File: src/rtl/div_seq_ctrl.sv
// Sequencing controller for the EX-stage iterative divider: radix-2 restoring
// divide, one quotient bit per cycle, with signed fix-up, divide-by-zero and annul.
module div_seq_ctrl #(
    parameter int WIDTH = 32,
    parameter int CNT_W = 6
) (
    input  logic             clk,
    input  logic             rst,
    input  logic             start_i,
    input  logic             signed_i,
    input  logic [WIDTH-1:0] opa_i,
    input  logic [WIDTH-1:0] opb_i,
    input  logic             annul_i,
    output logic             stall_o,
    output logic             ready_o,
    output logic [WIDTH-1:0] hi_o,
    output logic [WIDTH-1:0] lo_o,
    output logic             dz_o
);
    typedef enum logic [1:0] {IDLE, BUSY, DONE} state_t;

    state_t           state_q;
    logic [CNT_W-1:0] cnt_q;
    logic [WIDTH-1:0] rem_q, quo_q, dvs_q, hi_q, lo_q;
    logic             qneg_q, rneg_q, ready_q, dz_q;

    logic [WIDTH-1:0] mag_a, mag_b, rem_d, quo_d;
    logic [WIDTH:0]   shift_w, trial_w;

    always_comb begin
        mag_a   = (signed_i && opa_i[WIDTH-1]) ? -opa_i : opa_i;
        mag_b   = (signed_i && opb_i[WIDTH-1]) ? -opb_i : opb_i;
        // Shifted remainder needs one extra bit: it can reach 2*divisor-1.
        shift_w = {rem_q, quo_q[WIDTH-1]};
        trial_w = shift_w - {1'b0, dvs_q};
        if (!trial_w[WIDTH]) begin
            rem_d = trial_w[WIDTH-1:0];
            quo_d = {quo_q[WIDTH-2:0], 1'b1};
        end else begin
            rem_d = shift_w[WIDTH-1:0];
            quo_d = {quo_q[WIDTH-2:0], 1'b0};
        end
    end

    assign stall_o = ~rst & (((state_q == IDLE) & start_i & ~annul_i) | (state_q == BUSY));
    assign ready_o = ready_q;
    assign hi_o    = hi_q;
    assign lo_o    = lo_q;
    assign dz_o    = dz_q;

    always_ff @(posedge clk or posedge rst) begin
        if (rst) begin
            state_q <= IDLE;
            cnt_q   <= '0;
            rem_q   <= '0;
            quo_q   <= '0;
            dvs_q   <= '0;
            hi_q    <= '0;
            lo_q    <= '0;
            qneg_q  <= 1'b0;
            rneg_q  <= 1'b0;
            ready_q <= 1'b0;
            dz_q    <= 1'b0;
        end else begin
            ready_q <= 1'b0;
            if (annul_i) begin
                state_q <= IDLE;
                cnt_q   <= '0;
            end else begin
                case (state_q)
                    IDLE: begin
                        if (start_i) begin
                            if (opb_i == '0) begin
                                lo_q    <= '1;
                                hi_q    <= opa_i;
                                dz_q    <= 1'b1;
                                ready_q <= 1'b1;
                                state_q <= DONE;
                            end else begin
                                quo_q   <= mag_a;
                                dvs_q   <= mag_b;
                                rem_q   <= '0;
                                cnt_q   <= '0;
                                qneg_q  <= (opa_i[WIDTH-1] ^ opb_i[WIDTH-1]) & signed_i;
                                rneg_q  <= opa_i[WIDTH-1] & signed_i;
                                state_q <= BUSY;
                            end
                        end
                    end
                    BUSY: begin
                        rem_q <= rem_d;
                        quo_q <= quo_d;
                        cnt_q <= cnt_q + 1'b1;
                        if (cnt_q == CNT_W'(WIDTH - 1)) begin
                            lo_q    <= qneg_q ? -quo_d : quo_d;
                            hi_q    <= rneg_q ? -rem_d : rem_d;
                            dz_q    <= 1'b0;
                            ready_q <= 1'b1;
                            cnt_q   <= '0;
                            state_q <= DONE;
                        end
                    end
                    DONE:    state_q <= IDLE;
                    default: state_q <= IDLE;
                endcase
            end
        end
    end
endmodule

File: config.mk
export PLATFORM = sky130hd
export DESIGN_NAME = div_seq_ctrl
export DESIGN_NICKNAME = d
export VERILOG_FILES = /design/src/rtl/div_seq_ctrl.sv
export SDC_FILE = /design/constraint.sdc
export NUM_CORES = 1
export LEC_CHECK = 0
export ABC_CLOCK_PERIOD_IN_PS = 12000
export BUFFER_PORTS_ARGS = -buffer_cell sky130_fd_sc_hd__buf_2
export CORE_UTILIZATION = 54
export DETAILED_ROUTE_END_ITERATION = 12
export PLACE_DENSITY_LB_ADDON = 0.05
export SLEW_MARGIN = 20
export SYNTH_ARGS = -nofsm -noshare
export SYNTH_HDL_FRONTEND = slang
export SYNTH_SLANG_ARGS = --single-unit
File: constraint.sdc
create_clock -name clk -period 12 [get_ports clk]
set_clock_uncertainty 0.1 [all_clocks]
set_input_delay 0 -clock clk [delete_from_list [all_inputs] [get_ports clk]]
set_output_delay 0 -clock clk [all_outputs]
set_load 0.02 [all_outputs]
==> impl_metrics.json, run 1 <==
{
  "dp.cells": 1846,
  "gp_congestion": 0.953,
  "regArea_um2": 4300,
  "synth_area_leaders": "dfrtp_1 (35%), o21ai_0 (7.8%), nand2_1 (5.2%), xor2_1 (5.0%), a21oi_1 (4.6%)",
  "cts_hold_buf": 76,
  "startpoint_type": "flop",
  "instances_no_fill": 1954,
  "syn_inst": 1511,
  "cts_root_buffer": "clkbuf_16",
  "tightest_slew_ps": 1100,
  "ir_worst_vdd_mv": 0.0782,
  "drc_errors": 0,
  "rsz0062_at_grt": "no",
  "avgSynthCellArea_um2": 8.18,
  "grt.overflow.total": 0,
  "synthArstFlopShare_pct": 100,
  "grtUsageTotal_pct": 30.2,
  "cts.reportedPaths.clkPinSlew_ps": 80,
  "drive_gt1_share_pct": 13.1,
  "yosysTopAreaCell": "dfrtp_1",
  "drt-vias-per-instance": 5.98,
  "reg2reg_setup_slack_ps": 6190,
  "dpl_cell_area_um2": 13100,
  "slew_headroom_pct": 26.2,
  "antenna_found_initial": 0,
  "io_pins": 136,
  "synth_nets": 1618,
  "synth_ff_type": "dfrtp_1",
  "finalHoldViolCount": 0,
  "diodes": 0,
  "synth.distinct_cells": 87,
  "worstPathMaxFanout": 36,
  "cts_tree": "done",
  "synth_top_area_share_pct": 34.8,
  "yosysWarnings": 0,
  "row_count": 54,
  "synth_commonest_cells": "o21ai_0 (192), dfrtp_1 (172), nand2_1 (172), nor2_1 (125), a21oi_1 (114)",
  "synth_edf_count": 0,
  "cts_setup_buffers": 0,
  "die_h_um": 153,
  "clockBufferDepth": 2,
  "crit_arrival_ps": 6010,
  "cap_violations": 0,
  "maxSlewViolCount": 0,
  "fin_crit_ps": 5810,
  "htree_levels": 4,
  "seq_area_frac_synth_pct": 34.8,
  "grt_pass1_wl_um": 56700,
  "total_leakage_power_nw": 6.14,
  "portBuffers": 135,
  "cts_resized": 0,
  "fmax_mhz": 172,
  "synth_seq_cells": 172,
  "insertion_delay_ps": 440,
  "worst_hold_slack_ps": 94.8,
  "die_width_um": 153,
  "core_um2": 22200,
  "cts_sinks": 172,
  "worstSetupPathType": "flop to flop",
  "stdcell_area_um2": 14500,
  "routed_wl_um": 34600,
  "grt_max_degree": 106,
  "drtIter0Drc": 880,
  "worst_slack_ps": 6190,
  "die_area_um2": 23500,
  "area_growth_pct": 17.0,
  "status": "finished, final reports clean",
  "dp_hpwl_um": 25000,
  "avgRoutedWirePerCell_um": 17.7,
  "multi_input_area_um2": 7520,
  "ant_nets": 0,
  "via_count": 11700,
  "first_pass_iters": 5,
  "preCtsSetupSlack_ps": 6220,
  "grt_pass1_vias": 11100,
  "cp.required_ps": 12190,
  "finalSetupTns_ps": 0,
  "cts_buffers": 17,
  "final_core_util_pct": 65.2,
  "min_path_type": "input port to flop",
  "final_nets": 1768,
  "nFillCells": 1972,
  "start_util_pct": 55.8,
  "yosysMostFrequentCell": "o21ai_0",
  "end_kind": "flop",
  "setup_violations": 0,
  "period_share_pct": 48.4,
  "netlist_area_um2": 12400,
  "p_total_mw": 2.33,
  "powerDensity_nw_per_um2": 161
}
## cell type report
type / instances / share of cell area [%]
well taps: 280 / 2.42
multi-input cells: 1199 / 52.0
clock buffers: 18 / 2.97
inverters: 50 / 1.33
flip-flops and latches: 172 / 29.8
repair buffers: 221 / 10.5
clock inverters: 14 / 1.04
## cells by family after synthesis
| family | Yosys count | share of synthesized area, % |
|---|---|---|
| fa+ha+maj | 38 | 3.91 |
| simple gates | 488 | 19.1 |
| xor+xnor | 135 | 9.57 |
| buf+inv | 140 | 4.71 |
| mux | 35 | 2.86 |
| compound gates | 503 | 25.1 |
| flops | 172 | 34.8 |
## worst max-delay path: stages (launching register included)
cell and delay (ps):
dfrtp_1 470, ha_1 520, nand2_1 160, o21ai_0 370, a22oi_1 200, a2111oi_2 400, o21ai_1 200, and2_2 230
inv_2 460, mux2i_1 370, ha_1 240, inv_1 80, or4_1 580, o41a_1 490, and4bb_2 390, a41oi_1 140
xnor2_1 170, o21ai_0 90
## power by group
| part | internal (mW) | total [mW] | leakage (nW) | switching [mW] |
|---|---|---|---|---|
| Sequential | 0.725 | 0.849 | 2.14 | 0.124 |
| Combinational | 0.367 | 0.935 | 3.72 | 0.568 |
| Clock | 0.278 | 0.544 | 0.278 | 0.266 |
## sequential cells by signal, indices dropped and copies added (netlist names)
register  count
state_q       2
hi_o         32
rneg_q        1
quo_q        32
dz_o          1
ready_o       1
lo_o         32
rem_q        32
qneg_q        1
dvs_q        32
cnt_q         6
## placed cells by master, fill, tap and decap left out, types with 7 or more instances in the layout
cell type      synthesis  final
a211oi_1               9      9
a21o_1                14     14
a21oi_1              114    114
a22oi_1               31     31
a31oi_1               23     23
and2_1                11     10
and3_1                10     10
buf_2                 15    135
buf_4                  2     10
clkbuf_16              0     17
dfrtp_1              172    172
dlygate4sd3_1          0     76
ha_1                  37     37
inv_1                 48     47
mux2i_1               33     33
nand2_1              172    172
nand2b_1              10     10
nand3_1               19     19
nand4_1               11     11
nor2_1               125    125
nor3_1                27     27
nor4_1                16     16
o211ai_1               7      7
o21a_1                 7      7
o21ai_0              192    191
o22a_1                11     11
o31ai_1               33     33
o41ai_1               10     10
or2_2                 10     10
or3_1                 29     28
or4_1                 14     14
xnor2_1               65     65
xor2_1                70     70
## layer usage
metal	routed length, µm	track usage, %	vias to the layer above
met5	0	0	-
met4	755	9.19	0
met3	1630	3.83	51
met2	16000	50.3	374
met1	16200	40.9	5492
li1	-	-	5765
## path summary, 6_finish.rpt
kind,startpoint,end,depth (start not counted)
hold / removal,start_i,cnt_q[0]$_DFFE_PP0P_,6
max in group asynchronous,rst,dvs_q[10]$_DFFE_PP0P_,4
min in group asynchronous,rst,hi_o[25]$_DFFE_PP0P_,3
setup reg to reg,rem_q[14]$_DFFE_PP0P_,hi_o[30]$_DFFE_PP0P_,17
setup / recovery,rem_q[14]$_DFFE_PP0P_,hi_o[30]$_DFFE_PP0P_,17
hold reg to reg,dvs_q[25]$_DFFE_PP0P_,dvs_q[25]$_DFFE_PP0P_,2
Note: power is estimated with default switching activity, not from simulation.
==> run 2: changes to the inputs <==
--- a/config.mk
+++ b/config.mk
@@ -5,7 +5,7 @@
 export SDC_FILE = /design/constraint.sdc
 export NUM_CORES = 1
 export LEC_CHECK = 0
-export ABC_CLOCK_PERIOD_IN_PS = 12000
+export ABC_CLOCK_PERIOD_IN_PS = 5940
 export BUFFER_PORTS_ARGS = -buffer_cell sky130_fd_sc_hd__buf_2
 export CORE_UTILIZATION = 54
 export DETAILED_ROUTE_END_ITERATION = 12
==> constraint.sdc (replaced) <==
create_clock -name clk -period 5.94 [get_ports clk]
set_clock_uncertainty 0.1 [all_clocks]
set_input_delay 0 -clock clk [delete_from_list [all_inputs] [get_ports clk]]
set_output_delay 0 -clock clk [all_outputs]
set_load 0.02 [all_outputs]
==> run 2 against run 1 <==
Effect of this change:
- non-clock buffer count rose by 3
- via count increased by 0.35%
- fmax increased by 6.4%
- final area rose by 0.48%
- sequential share of layout area decreased by 0.14 points
- critical path type unchanged
- critical endpoint unchanged
- largest cell class unchanged
- highest routed layer unchanged
==> impl_metrics.json, run 2 (synthesis results as in run 1) <==
{
  "r2r_end": "hi_o[30]$_DFFE_PP0P_",
  "dp_hpwl_um": 25800,
  "ir_worst_vdd_mv": 0.182,
  "die_width_um": 153,
  "insertion_delay_ps": 440,
  "drt-vias-per-instance": 5.99,
  "gp_congestion": 0.909,
  "portBuffers": 135,
  "cts_sinks": 172,
  "rsz0062_at_grt": "no",
  "drc_errors": 0,
  "crit_top_cell": "inv_1",
  "die_area_um2": 23500,
  "end_kind": "flop",
  "via_count": 11700,
  "crit_end": "hi_o[30]$_DFFE_PP0P_",
  "r2r_start": "quo_q[31]$_DFFE_PP0P_",
  "grt_pass1_vias": 11100,
  "hold-path-cell-count": 6,
  "worstPathCellList": "inv_1 > ha_1 > inv_1 > fa_1 > and3_2 > o21a_1 > o211ai_1 > a2111oi_2 > or3_4 > and2_2 > inv_2 > nor2_1 > a21oi_1 > ha_1 > inv_1 > or4_1 > o41a_1 > and4bb_2 > a41oi_1 > xnor2_1 > o21ai_0",
  "fmax_mhz": 183,
  "grt_max_degree": 100,
  "io_pins": 136,
  "final_cell_mix": "o21ai_0 (191), dfrtp_1 (172), nand2_1 (171)",
  "powerDensity_nw_per_um2": 329,
  "clockBufferDepth": 2,
  "status": "finished, final reports clean",
  "diodes": 0,
  "cp_top_family": "simple AND/OR/NAND/NOR gates",
  "drtIter0Drc": 849,
  "period_share_pct": 91.9,
  "min_path_type": "input port to flop",
  "cp-startpoint": "quo_q[31]$_DFFE_PP0P_",
  "row_count": 54,
  "tightest_slew_ps": 974,
  "setup_violations": 0,
  "p_total_mw": 4.78,
  "core_um2": 22200,
  "fin_crit_ps": 5460,
  "finalHoldViolCount": 0,
  "cap_violations": 0,
  "startpoint_type": "flop",
  "htree_levels": 4,
  "max_stage_delay_ps": 590,
  "total_leakage_power_nw": 6.18,
  "cts_tree": "done",
  "cts_buffers": 17,
  "cts_root_buffer": "clkbuf_16",
  "start_util_pct": 55.8,
  "cp_num_cells": 21,
  "maxSlewViolCount": 0,
  "final_common_cell": "o21ai_0",
  "worstSetupPathType": "flop to flop",
  "ant_nets": 0,
  "grt_pass1_wl_um": 58000,
  "die_h_um": 153,
  "reg2regPathDepth": 21,
  "crit_buf_inv": 4,
  "grt.overflow.total": 0,
  "antenna_found_initial": 0,
  "reg2reg_setup_slack_ps": 480,
  "first_pass_iters": 6,
  "worstPathMaxFanout": 8,
  "cts.reportedPaths.clkPinSlew_ps": 80,
  "crit_slowest_cell": "or4_1",
  "avgRoutedWirePerCell_um": 18.0,
  "grtUsageTotal_pct": 30.7,
  "cp.required_ps": 6130,
  "routed_wl_um": 35200,
  "finalSetupTns_ps": 0,
  "crit_arrival_ps": 5650,
  "drive_gt1_share_pct": 13.3,
  "area_growth_pct": 17.5,
  "final_nets": 1771,
  "slew_headroom_pct": 35.1
}
run 2: how the worst min path moves through the flow:
stage	from	endpoint	slack, ps
finish	start_i	cnt_q[4]$_DFFE_PP0P_	100
global route	start_i	cnt_q[4]$_DFFE_PP0P_	210
CTS	start_i	cnt_q[4]$_DFFE_PP0P_	80
detailed placement	rst	state_q[1]$_DFFE_PP0P_	170
global placement	rst	state_q[1]$_DFFE_PP0P_	150
floorplan	rst	stall_o	-20
run 2: stage by stage:
| step | area [µm²] | hold slack (ps) | cells | util [%] | setup WS, ps |
|---|---|---|---|---|---|
| 2_1_floorplan | 12400 | -16.9 | 1511 | - | 688 |
| 3_3_place_gp | 13100 | 153 | 1848 | 59.3 | 712 |
| 3_5_place_dp | 13100 | 167 | 1848 | 59.3 | 527 |
| 4_1_cts | 14500 | 76.1 | 1957 | 65.5 | 515 |
| 5_1_grt | 14500 | 205 | 1957 | 65.5 | 48.4 |
| 6_report | 14500 | 97.8 | 1957 | 65.5 | 479 |
run 2: repair_timing:
action / in CTS / in global routing
resized for setup: 0 / 0
setup buffers: 0 / 0
hold buffers: 77 / 0
hold endpoints to repair: 205 / 0
run 2: worst register-to-register path, stage by stage, from the launching register on:
cell	delay, ps
dfrtp_1	430
inv_1	100
ha_1	180
inv_1	80
fa_1	430
and3_2	210
o21a_1	220
o211ai_1	210
a2111oi_2	110
or3_4	370
and2_2	220
inv_2	130
nor2_1	60
a21oi_1	250
ha_1	250
inv_1	80
or4_1	590
o41a_1	500
and4bb_2	390
a41oi_1	130
xnor2_1	190
o21ai_0	100
run 2: area by class of cell:
class	count	area, µm²
Tap cell	280	350
Inverter	50	193
Timing Repair Buffer	224	1550
Clock inverter	14	170
Fill cell	1914	7640
Multi-Input combinational cell	1199	7520
Sequential cell	172	4300
Clock buffer	18	439
run 2: routing by layer:
layer	vias to the layer above	part of all wire (%)	global-route usage, %	wire length (µm)
li1	5773	-	-	-
met4	0	2.0	8.51	708
met3	46	4.4	3.20	1570
met5	-	0	0	0
met1	5577	47	41.8	16500
met2	327	47	51.6	16400
run 2: power by group:
group / switching, mW / internal (mW) / total [mW]
Sequential: 0.251 / 1.46 / 1.72
Clock: 0.548 / 0.615 / 1.16
Combinational: 1.15 / 0.746 / 1.90
